--- src/rtl/mem_lab_defs_pkg.sv ---
// Definitions shared by the memory-lab blocks: default widths, SRAM strobe
// polarities and the loader state encoding.
package mem_lab_defs;

  localparam int ADDR_W_DEF = 5;
  localparam int DATA_W_DEF = 8;

  // SRAM control pins are active-low.
  localparam logic CS_ON  = 1'b0;
  localparam logic CS_OFF = 1'b1;
  localparam logic WE_WR  = 1'b0;
  localparam logic WE_OFF = 1'b1;
  localparam logic OE_RD  = 1'b0;
  localparam logic OE_OFF = 1'b1;

  typedef enum logic [3:0] {
    LD_IDLE   = 4'd0,
    LD_ACCEPT = 4'd1,
    LD_WRITE  = 4'd2,
    LD_VRD    = 4'd3,
    LD_VWAIT  = 4'd4,
    LD_CMP    = 4'd5,
    LD_START  = 4'd6,
    LD_DONE   = 4'd7,
    LD_ERROR  = 4'd8
  } ld_state_e;

  function automatic logic ld_is_busy(input ld_state_e s);
    return (s == LD_ACCEPT) || (s == LD_WRITE) || (s == LD_VRD) ||
           (s == LD_VWAIT)  || (s == LD_CMP)   || (s == LD_START);
  endfunction

endpackage

--- src/rtl/sram_loader_sum8_acc.sv ---
// Clearable modulo-2**W running sum, used for both the write and readback checksums.
module sum8_acc
  import mem_lab_defs::*;
#(
  parameter int W = DATA_W_DEF
) (
  input  logic         clk,
  input  logic         reset,
  input  logic         clr_i,
  input  logic         en_i,
  input  logic [W-1:0] data_i,
  output logic [W-1:0] sum_o
);

  logic [W-1:0] sum_q;

  // NOTE: state is updated with non-blocking assignments so every flop samples pre-edge values.
  always_ff @(posedge clk or posedge reset) begin
    if (reset)      sum_q <= '0;
    else if (clr_i) sum_q <= '0;
    else if (en_i)  sum_q <= sum_q + data_i;
  end

  assign sum_o = sum_q;

endmodule

--- src/rtl/sram_loader.sv ---
// Fills a synchronous SRAM from a valid/ready byte stream, optionally verifies the
// image with a byte checksum, then issues a one-cycle start request to the controller.
module sram_loader
  import mem_lab_defs::*;
#(
  parameter int ADDR_W     = ADDR_W_DEF,
  parameter int DATA_W     = DATA_W_DEF,
  parameter int LOAD_COUNT = 8,
  parameter int BASE_ADDR  = 0,
  parameter int VERIFY     = 1
) (
  input  logic              clk,
  input  logic              reset,
  input  logic              load_go,
  input  logic              in_valid,
  input  logic [DATA_W-1:0] in_data,
  output logic              in_ready,
  output logic              sram_cs_n,
  output logic              sram_we_n,
  output logic              sram_oe_n,
  output logic [ADDR_W-1:0] sram_addr,
  output logic [DATA_W-1:0] sram_din,
  input  logic [DATA_W-1:0] sram_dout,
  output logic              start_pulse,
  output logic              busy,
  output logic              done,
  output logic              error
);

  localparam logic [ADDR_W-1:0] LAST_CNT = ADDR_W'(LOAD_COUNT - 1);
  localparam logic [ADDR_W-1:0] BASE     = ADDR_W'(BASE_ADDR);

  ld_state_e         state_q, state_d;
  logic [ADDR_W-1:0] cnt_q, cnt_d;
  logic [ADDR_W-1:0] addr_q, addr_d;
  logic [DATA_W-1:0] din_q, din_d;
  logic              cs_n_q, we_n_q, oe_n_q;
  logic              in_ready_q, start_q, busy_q, done_q, error_q;

  logic              sum_clr, wsum_en, rsum_en, take_byte;
  logic [DATA_W-1:0] wsum, rsum;

  sum8_acc #(.W(DATA_W)) u_wsum (
    .clk    (clk),
    .reset  (reset),
    .clr_i  (sum_clr),
    .en_i   (wsum_en),
    .data_i (in_data),
    .sum_o  (wsum)
  );

  sum8_acc #(.W(DATA_W)) u_rsum (
    .clk    (clk),
    .reset  (reset),
    .clr_i  (sum_clr),
    .en_i   (rsum_en),
    .data_i (sram_dout),
    .sum_o  (rsum)
  );

  // NOTE: every signal gets a default before the case, so no path can infer a latch.
  always_comb begin
    state_d   = state_q;
    cnt_d     = cnt_q;
    sum_clr   = 1'b0;
    wsum_en   = 1'b0;
    rsum_en   = 1'b0;
    take_byte = 1'b0;
    unique case (state_q)
      LD_IDLE, LD_DONE, LD_ERROR: begin
        if (load_go) begin
          state_d = LD_ACCEPT;
          cnt_d   = '0;
          sum_clr = 1'b1;
        end
      end
      LD_ACCEPT: begin
        if (in_valid && in_ready_q) begin
          take_byte = 1'b1;
          wsum_en   = 1'b1;
          state_d   = LD_WRITE;
        end
      end
      LD_WRITE: begin
        if (cnt_q == LAST_CNT) begin
          cnt_d   = '0;
          state_d = (VERIFY != 0) ? LD_VRD : LD_START;
        end else begin
          cnt_d   = cnt_q + ADDR_W'(1);
          state_d = LD_ACCEPT;
        end
      end
      LD_VRD: state_d = LD_VWAIT;
      LD_VWAIT: begin
        rsum_en = 1'b1;
        if (cnt_q == LAST_CNT) begin
          state_d = LD_CMP;
        end else begin
          cnt_d   = cnt_q + ADDR_W'(1);
          state_d = LD_VRD;
        end
      end
      // rsum already includes the final VWAIT byte here.
      LD_CMP:   state_d = (rsum == wsum) ? LD_START : LD_ERROR;
      LD_START: state_d = LD_DONE;
      default:  state_d = LD_IDLE;
    endcase
  end

  // Outputs are registered by decoding the next state, so they line up with the state they describe.
  always_comb begin
    addr_d = addr_q;
    if (state_d == LD_WRITE || state_d == LD_VRD) addr_d = BASE + cnt_d;
    din_d = take_byte ? in_data : din_q;
  end

  always_ff @(posedge clk or posedge reset) begin
    if (reset) begin
      state_q    <= LD_IDLE;
      cnt_q      <= '0;
      addr_q     <= BASE;
      din_q      <= '0;
      cs_n_q     <= CS_OFF;
      we_n_q     <= WE_OFF;
      oe_n_q     <= OE_OFF;
      in_ready_q <= 1'b0;
      start_q    <= 1'b0;
      busy_q     <= 1'b0;
      done_q     <= 1'b0;
      error_q    <= 1'b0;
    end else begin
      state_q    <= state_d;
      cnt_q      <= cnt_d;
      addr_q     <= addr_d;
      din_q      <= din_d;
      cs_n_q     <= (state_d == LD_WRITE || state_d == LD_VRD) ? CS_ON : CS_OFF;
      we_n_q     <= (state_d == LD_WRITE) ? WE_WR : WE_OFF;
      oe_n_q     <= (state_d == LD_VRD)   ? OE_RD : OE_OFF;
      in_ready_q <= (state_d == LD_ACCEPT);
      start_q    <= (state_d == LD_START);
      busy_q     <= ld_is_busy(state_d);
      done_q     <= (state_d == LD_DONE);
      error_q    <= (state_d == LD_ERROR);
    end
  end

  assign in_ready    = in_ready_q;
  assign sram_cs_n   = cs_n_q;
  assign sram_we_n   = we_n_q;
  assign sram_oe_n   = oe_n_q;
  assign sram_addr   = addr_q;
  assign sram_din    = din_q;
  assign start_pulse = start_q;
  assign busy        = busy_q;
  assign done        = done_q;
  assign error       = error_q;

endmodule

--- config.mk ---
export PLATFORM = sky130hd
export DESIGN_NAME = sram_loader
export DESIGN_NICKNAME = d
export VERILOG_FILES = /design/src/rtl/mem_lab_defs_pkg.sv /design/src/rtl/sram_loader_sum8_acc.sv /design/src/rtl/sram_loader.sv
export SDC_FILE = /design/constraint.sdc
export NUM_CORES = 1
export LEC_CHECK = 0
export ABC_AREA = 1
export BUFFER_PORTS_ARGS = -buffer_cell sky130_fd_sc_hd__buf_4
export CAP_MARGIN = 15
export CELL_PAD_IN_SITES_DETAIL_PLACEMENT = 0
export CELL_PAD_IN_SITES_GLOBAL_PLACEMENT = 1
export CORE_ASPECT_RATIO = 2
export CORE_UTILIZATION = 38
export DETAILED_ROUTE_END_ITERATION = 8
export PLACE_DENSITY_LB_ADDON = 0.1
export SLEW_MARGIN = 15
export SYNTH_ARGS = -nofsm -noshare
export SYNTH_HDL_FRONTEND = slang
export SYNTH_SLANG_ARGS = --single-unit
--- constraint.sdc ---
create_clock -name clk -period 1.5 [get_ports clk]
set_input_delay 0.075 -clock clk [delete_from_list [all_inputs] [get_ports clk]]
set_output_delay 0.075 -clock clk [all_outputs]
set_load 0.05 [all_outputs]
== Yosys cells after proc, flatten, opt, wreduce, memory -nomap -nowiden ==
Cells that the tools add are included.
Word-level totals
  output and inout port bits: 21
  flip-flop bits (word level): 46
  logic and storage cells: 68
  input bits: 20
Operators by class
  equal/unequal tests: 18
  add/subtract/negate cells: 3
  muxes and demuxes: 22
  reduce and logical (&&, ||, !) cells: 11
Operator list (count)
  4-bit by 3-bit equality test with 1-bit output (second input constant): 8
  8-bit 2-to-1 mux: 4
  4-bit one-hot mux with 7 select lines: 1
  8-bit adder: 2
  4-bit by 2-bit equality test with 1-bit output (second input constant): 4
  5-bit 2-to-1 mux: 3
  5-bit one-hot mux with 3 select lines: 1
  4-bit 2-to-1 mux: 3
  4-bit by 1-bit equality test with 1-bit output (second input constant): 2
  4-bit equality test (second input constant): 2
  8-bit equality test: 1
  1-bit 2-to-1 mux: 8
  1-bit logical OR: 6
  5-bit by 1-bit adder with 5-bit output (second input constant): 1
  5-bit by 3-bit equality test with 1-bit output (second input constant): 1
  4-bit logical NOT: 1
  2-bit nonzero test: 2
  3-bit 2-to-1 mux: 1
  3-bit OR reduction: 1
  2-bit 2-to-1 mux: 1
  1-bit logical AND: 1

== Logic depth before layout (Yosys ltp) ==
Gate-level depths: netlist (run 1).
  depth after elaboration: 9
  mapped depth: 12
  gate-level depth less buffers: 12

== Cells and area by module ==
Synthesis (run 1) repeated with hierarchy kept, for this count alone.
Unflattened totals
  cell total of the unflattened synthesis: 359
  area total of the unflattened synthesis: 2859.0 sq um
By module, submodules not included
  sram_loader: instances 1, area an instance 1622.8 sq um, cells each 199
  sum8_acc: instances 2, area an instance 618.1 sq um, cells each 80

== Worst setup path after synthesis (run 1) ==
OpenSTA, ideal clock, no wires.
  path kind: register to register
  start point: reg cnt_q[0]
  end point: reg in_ready_q (netlist: in_ready)
  arrival time: 1.456 ns
  stages on the path, launching flop included: 12
  period minus slack after synthesis: 1.522 ns
  buffers on the path: 0
  slack: -0.022 ns
  required time: 1.434 ns
  cell sequence: dfrtp_1 ha_1 nand2_2 inv_2 nand2_1 nand2_1 nand2_4 nand2_4 nor2_4 nand3_4 nor2_1 and2_1
On the way
  word-level cells in the longest chain between the ends: 4
  elaborated cells between the ends (all ways): 5
  those cells by class: eq/ne (2); mux (3)
RTL lines
  start: declaration: RTL line sram_loader.sv:34  | logic [ADDR_W-1:0] cnt_q, cnt_d;
  start signal: assignment: RTL line sram_loader.sv:133  | cnt_q <= cnt_d;
  5-bit by 3-bit equality test with 1-bit output *: RTL line sram_loader.sv:85, sram_loader.sv:96
  3-bit 2-to-1 mux / 2-bit 2-to-1 mux (equally long branches): RTL line sram_loader.sv:96, sram_loader.sv:85
  4-bit one-hot mux with 7 select lines *: RTL line sram_loader.sv:69  | unique case (state_q)
  named net state_d[1]: RTL line sram_loader.sv:33  | ld_state_e state_q, state_d;
  4-bit by 1-bit equality test with 1-bit output *: RTL line sram_loader.sv:139  | in_ready_q <= (state_d == LD_ACCEPT);
  end signal: assignment: RTL line sram_loader.sv:139
  end: declaration: RTL line sram_loader.sv:38  | logic in_ready_q, start_q, busy_q, done_q, error_q;
The timed path passes the listed nets; every way through them passes the cells marked *.
A chain may end at the register's enable or synchronous reset.

== Worst setup path in the final report (run 1) ==
  start point: reg u_wsum.sum_q[5] (netlist: u_wsum.sum_o[5])
  end point: reg u_wsum.sum_q[6] (netlist: u_wsum.sum_o[6])
On the way
  word-level cells in the longest chain between the ends: 3
RTL lines
  start: declaration: RTL line sram_loader_sum8_acc.sv:15  | logic [W-1:0] sum_q;
  start signal: assignment: RTL line sram_loader_sum8_acc.sv:21  | else if (en_i) sum_q <= sum_q + data_i;
  8-bit adder: RTL line sram_loader_sum8_acc.sv:21
  8-bit 2-to-1 mux: RTL line sram_loader_sum8_acc.sv:21
  8-bit 2-to-1 mux: RTL line sram_loader_sum8_acc.sv:20  | else if (clr_i) sum_q <= '0;
Every way passes these cells. The select of a mux whose other input is x is not followed.

==> results of run 1 <==
## kinds of logic (layout without fill, tap and decap cells)
| logic type | Yosys count | count (layout) | synth area share (%) |
|---|---|---|---|
| buffers and inverters | 53 | 167 | 7.54 |
| flip-flops | 46 | 46 | 41.2 |
| XOR/XNOR | 10 | 10 | 3.12 |
| AND/OR/NAND/NOR | 182 | 182 | 30.2 |
| adder cells (fa/ha/maj) | 18 | 18 | 8.57 |
| AO/OA/AOI/OAI | 46 | 46 | 9.37 |
## repair_timing
item	CTS	global route
endpoints found under the hold margin	15	0
pin swaps	40	25
hold buffers	3	0
setup endpoints to repair	24	32
resized for setup	53	47
setup buffers	10	6
## cell usage in the layout (no fill, tap or decap), types with 2 or more instances in the layout
| cell type | instances |
|---|---|
| sky130_fd_sc_hd__ha_4 | 9 |
| sky130_fd_sc_hd__o21ai_1 | 16 |
| sky130_fd_sc_hd__a21oi_1 | 4 |
| sky130_fd_sc_hd__inv_2 | 14 |
| sky130_fd_sc_hd__a21oi_2 | 5 |
| sky130_fd_sc_hd__o21ai_2 | 2 |
| sky130_fd_sc_hd__o21ai_0 | 5 |
| sky130_fd_sc_hd__nand3_2 | 5 |
| sky130_fd_sc_hd__inv_4 | 3 |
| sky130_fd_sc_hd__nor2_4 | 8 |
| sky130_fd_sc_hd__nand2_1 | 108 |
| sky130_fd_sc_hd__xor2_1 | 5 |
| sky130_fd_sc_hd__nand2_4 | 5 |
| sky130_fd_sc_hd__inv_1 | 32 |
| sky130_fd_sc_hd__fa_2 | 2 |
| sky130_fd_sc_hd__clkbuf_16 | 5 |
| sky130_fd_sc_hd__nand2_2 | 15 |
| sky130_fd_sc_hd__xnor2_1 | 3 |
| sky130_fd_sc_hd__ha_2 | 2 |
| sky130_fd_sc_hd__dfrtp_2 | 5 |
| sky130_fd_sc_hd__o22ai_1 | 3 |
| sky130_fd_sc_hd__dfstp_2 | 3 |
| sky130_fd_sc_hd__buf_6 | 6 |
| sky130_fd_sc_hd__a31oi_1 | 4 |
| sky130_fd_sc_hd__a21o_1 | 3 |
| sky130_fd_sc_hd__nor2_1 | 10 |
| sky130_fd_sc_hd__nand4_1 | 9 |
| sky130_fd_sc_hd__dlygate4sd3_1 | 3 |
| sky130_fd_sc_hd__nand3_4 | 4 |
| sky130_fd_sc_hd__dfrtp_1 | 38 |
| sky130_fd_sc_hd__nor2_2 | 7 |
| sky130_fd_sc_hd__buf_4 | 98 |
| sky130_fd_sc_hd__ha_1 | 5 |
| sky130_fd_sc_hd__nand3_1 | 7 |
## Yosys cell counts
master / instances / area (sq um)
sky130_fd_sc_hd__a21oi_2: 1 / 8.76
sky130_fd_sc_hd__xor2_1: 6 / 52.6
sky130_fd_sc_hd__nor2_4: 4 / 45.0
sky130_fd_sc_hd__a21o_1: 3 / 22.5
sky130_fd_sc_hd__nor2_2: 4 / 25.0
sky130_fd_sc_hd__dfstp_2: 3 / 78.8
sky130_fd_sc_hd__inv_2: 5 / 18.8
sky130_fd_sc_hd__nand2_2: 4 / 25.0
sky130_fd_sc_hd__a31oi_1: 5 / 31.3
sky130_fd_sc_hd__nand4_1: 9 / 56.3
sky130_fd_sc_hd__o21bai_1: 2 / 15.0
sky130_fd_sc_hd__o211ai_1: 1 / 7.51
sky130_fd_sc_hd__dfrtp_1: 43 / 1080
sky130_fd_sc_hd__o22ai_1: 3 / 18.8
sky130_fd_sc_hd__o21ai_2: 1 / 8.76
sky130_fd_sc_hd__o21ai_1: 3 / 15.0
sky130_fd_sc_hd__nor2_1: 17 / 63.8
sky130_fd_sc_hd__buf_2: 1 / 5.00
sky130_fd_sc_hd__buf_6: 1 / 11.3
sky130_fd_sc_hd__nor3_2: 1 / 10.0
sky130_fd_sc_hd__fa_1: 2 / 40.0
sky130_fd_sc_hd__a21oi_1: 8 / 40.0
sky130_fd_sc_hd__or2_2: 1 / 6.26
sky130_fd_sc_hd__nand2_1: 121 / 454
sky130_fd_sc_hd__ha_1: 16 / 200
sky130_fd_sc_hd__and2_1: 1 / 6.26
sky130_fd_sc_hd__inv_1: 45 / 169
sky130_fd_sc_hd__nand3_1: 13 / 65.1
sky130_fd_sc_hd__xnor2_1: 4 / 35.0
sky130_fd_sc_hd__nand3_4: 2 / 35.0
sky130_fd_sc_hd__o21ai_0: 19 / 95.1
sky130_fd_sc_hd__nand2_4: 4 / 45.0
sky130_fd_sc_hd__buf_4: 1 / 7.51
sky130_fd_sc_hd__nand3_2: 1 / 10.0
## worst max-delay path, delay by kind of cell (launching register included)
kind,cells,cell delay [ps]
flip-flops,1,410
adder cells (fa/ha/maj),1,370
AND/OR/NAND/NOR,1,130
buffers and inverters,1,150
AO/OA/AOI/OAI,3,420
## layer usage
layer / GRT usage, % / wire [um] / up-vias
met2: 49.0 / 4960 / 41
met1: 20.0 / 2710 / 1281
met5: 0 / 0 / -
met4: 10.3 / 250 / 0
li1: - / - / 1350
met3: 2.31 / 132 / 17
## stage by stage
stage	setup TNS (ps)	worst slack, ps	utilization, %	area (sq um)
2_1_floorplan	0	0.515	-	2810
5_1_grt	-1750	-146	58.8	4240
6_report	-228	-88.8	58.8	4240
3_3_place_gp	-776	-124	49.9	3600
4_1_cts	-213	-75.2	56.3	4060
3_5_place_dp	-1260	-141	49.9	3600
## cell type report
| class | instances | area (sq um) |
|---|---|---|
| timing repair buffer | 109 | 868 |
| sequential | 46 | 1160 |
| tap | 92 | 115 |
| inverter | 50 | 199 |
| multi-input combinational | 256 | 1750 |
| fill | 681 | 2970 |
| clock buffer | 7 | 143 |
| clock inverter | 1 | 5.00 |
## power groups by stage
stage / Sequential [uW] / Combinational, uW / Clock [uW]
finish: 1980 / 4610 / 1140
global route: 2040 / 5050 / 1210
CTS: 1950 / 4320 / 1180
detailed placement: 1950 / 3960 / 0
global placement: 1930 / 3910 / 0
floorplan: 2590 / 1790 / 0
## flip-flops by register name, summed over array words and instances (netlist names), 4 cells and up
signal        count
sram_addr         5
u_rsum.sum_o      8
sram_din          8
u_wsum.sum_o      8
cnt_q             5
state_q           4
## path summary, 6_finish.rpt
kind	start	endpoint	slack, ps	cells past startpoint
max in group asynchronous	reset	sram_oe_n	610	4
min in group asynchronous	reset	u_wsum.sum_o[7]	320	3
max	u_wsum.sum_o[5]	u_wsum.sum_o[6]	-90	6
max reg2reg	u_wsum.sum_o[5]	u_wsum.sum_o[6]	-90	6
min reg2reg	sram_addr[1]	sram_addr[1]	480	2
min	in_data[5]	sram_din[5]	-2	3
==> impl_metrics.yaml, run 1 <==
sta:
  finClkSkew_ps: 4.16
  max_freq_mhz: 629
  finalHoldViolations: 1
  transition_at_the_pin_with_the_smallest_max_transition_slack_ps: 363
  worst_slew_margin_rel_pct: 75.8
  hold-worst-slack_ps: -1.60
  period_share_pct: 106
  timing.final.ws_setup_ps: -88.8
  rsz0062_at_grt: "true"
  timing.final.crit_period_ps: 1590
  drv_slew: 0
  final-setup-viol-count: 9
global_routing:
  grt.total_usage_pct: 22.7
  grt_first_pass_wirelength_um: 13300
  grt_pass1_vias: 2842
  global_route.overflow_total: 0
  grt_max_degree: 33
  initial_antenna_violation_count: 0
setup_path:
  critical_path.most_common_cell: "sky130_fd_sc_hd__o21ai_1"
  kind_of_launch_point_of_the_worst_setup_path: "flip-flop"
  crit_path_max_incr_delay_ps: 410
  worst_ep_required_time_ps: 1680
  worst-path-max-fanout: 6
  critPathSlowestCell: "sky130_fd_sc_hd__dfrtp_1"
  endpoint_kind: "flip-flop"
  path_cells: "ha_1, a21oi_1, nand3_2, buf_4, o21ai_1, o21ai_1"
  timing_worst_setup_path_type: "flip-flop to flip-flop"
  timing.critical_path.arrival_ps: 1770
clock_tree:
  tritoncts: "yes"
  root_buffer: "sky130_fd_sc_hd__clkbuf_16"
  worst_skew_pair.late_latency_ps: 290
  clkTransAtPathRegs_ps: 60
  cts.path.max_buffers: 2
  cts_buffers: 5
  clock_tree_sinks: 46
  clock_tree.htree_level_count: 2
synthesis:
  synth_seq_cells: 46
  number_of_distinct_library_cells_after_synthesis: 34
  sequential_to_total_area_share_from_yosys_stat_pct: 41.2
  postSynthNetCount: 393
  syn_avg_cell_area_sq_um: 7.90
  synth.cell_area_sq_mm: 0.00280
  postSynthCellCount: 355
  synth-warning-count: 0
detailed_routing:
  drt_first_iter_violations: 78
  average_wire_per_cell_in_the_routed_design_um: 14.3
  routed_wl_um: 8050
  drtPass1Iterations: 4
  antenna_viol_nets_final: 0
  via_per_inst: 4.79
  routed-via-count: 2689
  drc: 0
die:
  io_pins: 41
  initial_utilization_pct: 38.9
  floorplan.rows: 44
  die_x_um: 62.7
  die_h_um: 123
  dieArea_sq_mm: 0.00775
  standard_cell_core_area_sq_mm: 0.00721
power_and_ir_drop:
  powerDensity_mw_per_mm2: 1820
  overall_power_uw: 7730
  comb_power_share_pct: 59.6
  seq_power_share_pct: 25.7
  worst_ir_drop_vdd_mv: 0.813
  total_leakage_power_uw: 0.00224
  net-switching-power_uw: 3510
  power.clock.fraction_pct: 14.7
  p_int_uw: 4220
  power_switching_share_pct: 45.4
layout:
  finish.cell_count_without_fillers: 561
  finish.net_count: 506
  final_layout_size_suffix_gt1_share_pct: 45.0
  n_antenna_cell: 0
  synthToLayoutAreaGrowth_pct: 51.3
placed_design:
  place.port_buffers: 40
  place_hpwl_um: 5970
  final_weighted_congestion_of_routability_driven_global_placement: 0.865
  post-place-cells: 535
worst_hold_path:
  timing.hold.worst.class: "primary input to flip-flop"
outcome:
  run_status: "complete, but fails checks"
  violations_in_the_final_reports: "hold timing, setup timing"
run:
  drv_cap: 0
No activity file was read; power rests on OpenSTA's default activity.
==> run 2: changes to the inputs <==
- CELL_PAD_IN_SITES_DETAIL_PLACEMENT: 0 -> unset
- CELL_PAD_IN_SITES_GLOBAL_PLACEMENT: 1 -> unset
- CORE_UTILIZATION: 38 -> 43
- PLACE_DENSITY: unset -> 0.65
- PLACE_DENSITY_LB_ADDON: 0.1 -> unset
- SLEW_MARGIN: 15 -> 10
==> run 2 against run 1 <==
- the flow finishes with violations (setup timing)
- maximum frequency increased by 0.22%
- design area is 0.35% lower
- first-iteration DRC count fell by 10%
- via count shrank 1.0%
- total power fell by 0.58%
- utilization increased by 8.2 points
- final cell count shrank 2.7%
- critical path depth up 3
- sequential share of layout area is 0.097 points higher
- register-to-register slack hardly changed
- routed wire length is 6.1% lower
==> impl_metrics.yaml, run 2 (synthesis gave the netlist of run 1 again) <==
die:
  io_pins: 41
  initial_utilization_pct: 44.4
  floorplan.rows: 41
  die_x_um: 59.1
  standard_cell_core_area_sq_mm: 0.00631
  dieArea_sq_mm: 0.00687
  die_h_um: 116
sta:
  timing.final.ws_setup_ps: -85.2
  finClkSkew_ps: 6.98
  timing.final.crit_period_ps: 1590
  finalHoldViolations: 0
  transition_at_the_pin_with_the_smallest_max_transition_slack_ps: 267
  rsz0062_at_grt: "true"
  worst_slew_margin_rel_pct: 82.2
  max_freq_mhz: 631
  fin_tns_setup_ps: -191
  drv_slew: 0
  period_share_pct: 106
  hold-worst-slack_ps: 12.8
  final-setup-viol-count: 5
power_and_ir_drop:
  comb_power_share_pct: 59.4
  power_switching_share_pct: 45.4
  power.clock.fraction_pct: 14.5
  powerDensity_mw_per_mm2: 1820
  worst_ir_drop_vdd_mv: 1.14
  p_int_uw: 4190
  seq_power_share_pct: 26.1
  net-switching-power_uw: 3490
  overall_power_uw: 7690
  total_leakage_power_uw: 0.00221
setup_path:
  timing_worst_setup_path_type: "flip-flop to flip-flop"
  worst_setup_path_endpoint: "u_rsum.sum_o[6]"
  r2r.worst_path.cells: 9
  endpoint_kind: "flip-flop"
  worst_r2r_endpoint: "u_rsum.sum_o[6]"
  critical_path.startpoint: "u_rsum.sum_o[0]"
  timing.critical_path.arrival_ps: 1760
  worst-path-max-fanout: 3
  ff2ff_setup_slack_ps: -90
  kind_of_launch_point_of_the_worst_setup_path: "flip-flop"
  timing.rr.start: "u_rsum.sum_o[0]"
  worst_ep_required_time_ps: 1670
layout:
  n_antenna_cell: 0
  final_cell_area_sq_mm: 0.00423
  final_layout_size_suffix_gt1_share_pct: 44.1
  synthToLayoutAreaGrowth_pct: 50.8
  finish.net_count: 497
  final_cell_mix: "sky130_fd_sc_hd__nand2_1 (105), sky130_fd_sc_hd__buf_4 (87), sky130_fd_sc_hd__dfrtp_1 (38)"
  layout_commonest_cell: "sky130_fd_sc_hd__nand2_1"
clock_tree:
  worst_skew_pair.late_latency_ps: 290
  root_buffer: "sky130_fd_sc_hd__clkbuf_16"
  clock_tree_sinks: 46
  cts_buffers: 5
  clock_tree.htree_level_count: 2
  tritoncts: "yes"
  clkTransAtPathRegs_ps: 60
  cts.path.max_buffers: 2
detailed_routing:
  drc: 0
  average_wire_per_cell_in_the_routed_design_um: 13.8
  via_per_inst: 4.88
  drtPass1Iterations: 4
  drt_first_iter_violations: 70
  antenna_viol_nets_final: 0
  routed_wl_um: 7560
  routed-via-count: 2662
global_routing:
  initial_antenna_violation_count: 0
  grt_pass1_vias: 2660
  grt_first_pass_wirelength_um: 11600
  grt.total_usage_pct: 23.0
  global_route.overflow_total: 0
  grt_max_degree: 47
placed_design:
  placed_area_sq_mm: 0.00351
  place.port_buffers: 40
  place_hpwl_um: 5410
  final_weighted_congestion_of_routability_driven_global_placement: 0.933
worst_hold_path:
  timing.hold.worst.class: "primary input to flip-flop"
outcome:
  violations_in_the_final_reports: "setup timing"
  run_status: "complete, but fails checks"
run:
  drv_cap: 0
run 2: cell types whose count changed in the layout (fill, tap and decap cells not counted), sizes merged:
cell         delta
clkinvlp        -1
buf            -11
dlygate4sd3     +2
inv             +1
run 2: final cells by class:
cell class	count	area, sq um
Tap cell	86	108
Fill cell	528	2080
Clock inverter	1	5.00
Sequential cell	46	1160
Clock buffer	7	143
Multi-Input combinational cell	256	1810
Timing Repair Buffer	100	806
Inverter	50	193
run 2: how the worst min path moves through the flow:
stage,startpoint,endpoint,slack (ps),cells past startpoint
3_3_place_gp,reset,sram_din[7],140,3
6_report,in_data[4],sram_din[4],10,3
2_1_floorplan,in_data[0],sram_din[0],180,2
5_1_grt,in_data[3],sram_din[3],20,3
3_5_place_dp,reset,u_wsum.sum_o[7],140,3
4_1_cts,in_data[0],sram_din[0],-10,3
run 2: routing by layer:
layer  share of wire [%]  wire length [um]  GRT usage [%]
met5                   0                 0              0
met4                 2.7               206           13.2
met3                 2.2               163           3.77
met2                  61              4620           45.6
met1                  34              2570           20.5
run 2: power by group through the flow:
stage | logic (uW) | registers [uW] | clock network (uW)
after floorplan | 1790 | 2590 | 0
after global placement | 3720 | 1940 | 0
after detailed placement | 3770 | 1950 | 0
after CTS | 3990 | 1950 | 1140
after global routing | 4980 | 2050 | 1200
final | 4570 | 2000 | 1120
run 2: through the flow:
stage / worst slack [ps] / utilization (%) / std cells
2_1_floorplan: 0.515 / - / 355
3_3_place_gp: -98.4 / 55.6 / 518
3_5_place_dp: -123 / 55.6 / 518
4_1_cts: -90.6 / 60.9 / 534
5_1_grt: -150 / 67.0 / 546
6_report: -85.2 / 67.0 / 546
run 2: worst max-delay path, cell delays in order (launching register included):
cell and delay, ps:
sky130_fd_sc_hd__dfrtp_1 410, sky130_fd_sc_hd__ha_4 170, sky130_fd_sc_hd__inv_2 40, sky130_fd_sc_hd__fa_2 380
sky130_fd_sc_hd__inv_2 70, sky130_fd_sc_hd__nand4_1 80, sky130_fd_sc_hd__nand3_1 110, sky130_fd_sc_hd__a21oi_1 70
sky130_fd_sc_hd__o21ai_1 70, sky130_fd_sc_hd__o21ai_1 80
run 2: what timing repair did:
| action | 4_1_cts | 5_1_grt |
|---|---|---|
| hold buffers | 4 | 1 |
| pin swaps | 14 | 54 |
| endpoints found under the hold margin | 47 | 1 |
| setup endpoints to repair | 19 | 27 |
| resized for setup | 28 | 83 |
| buffers inserted | 4 | 12 |
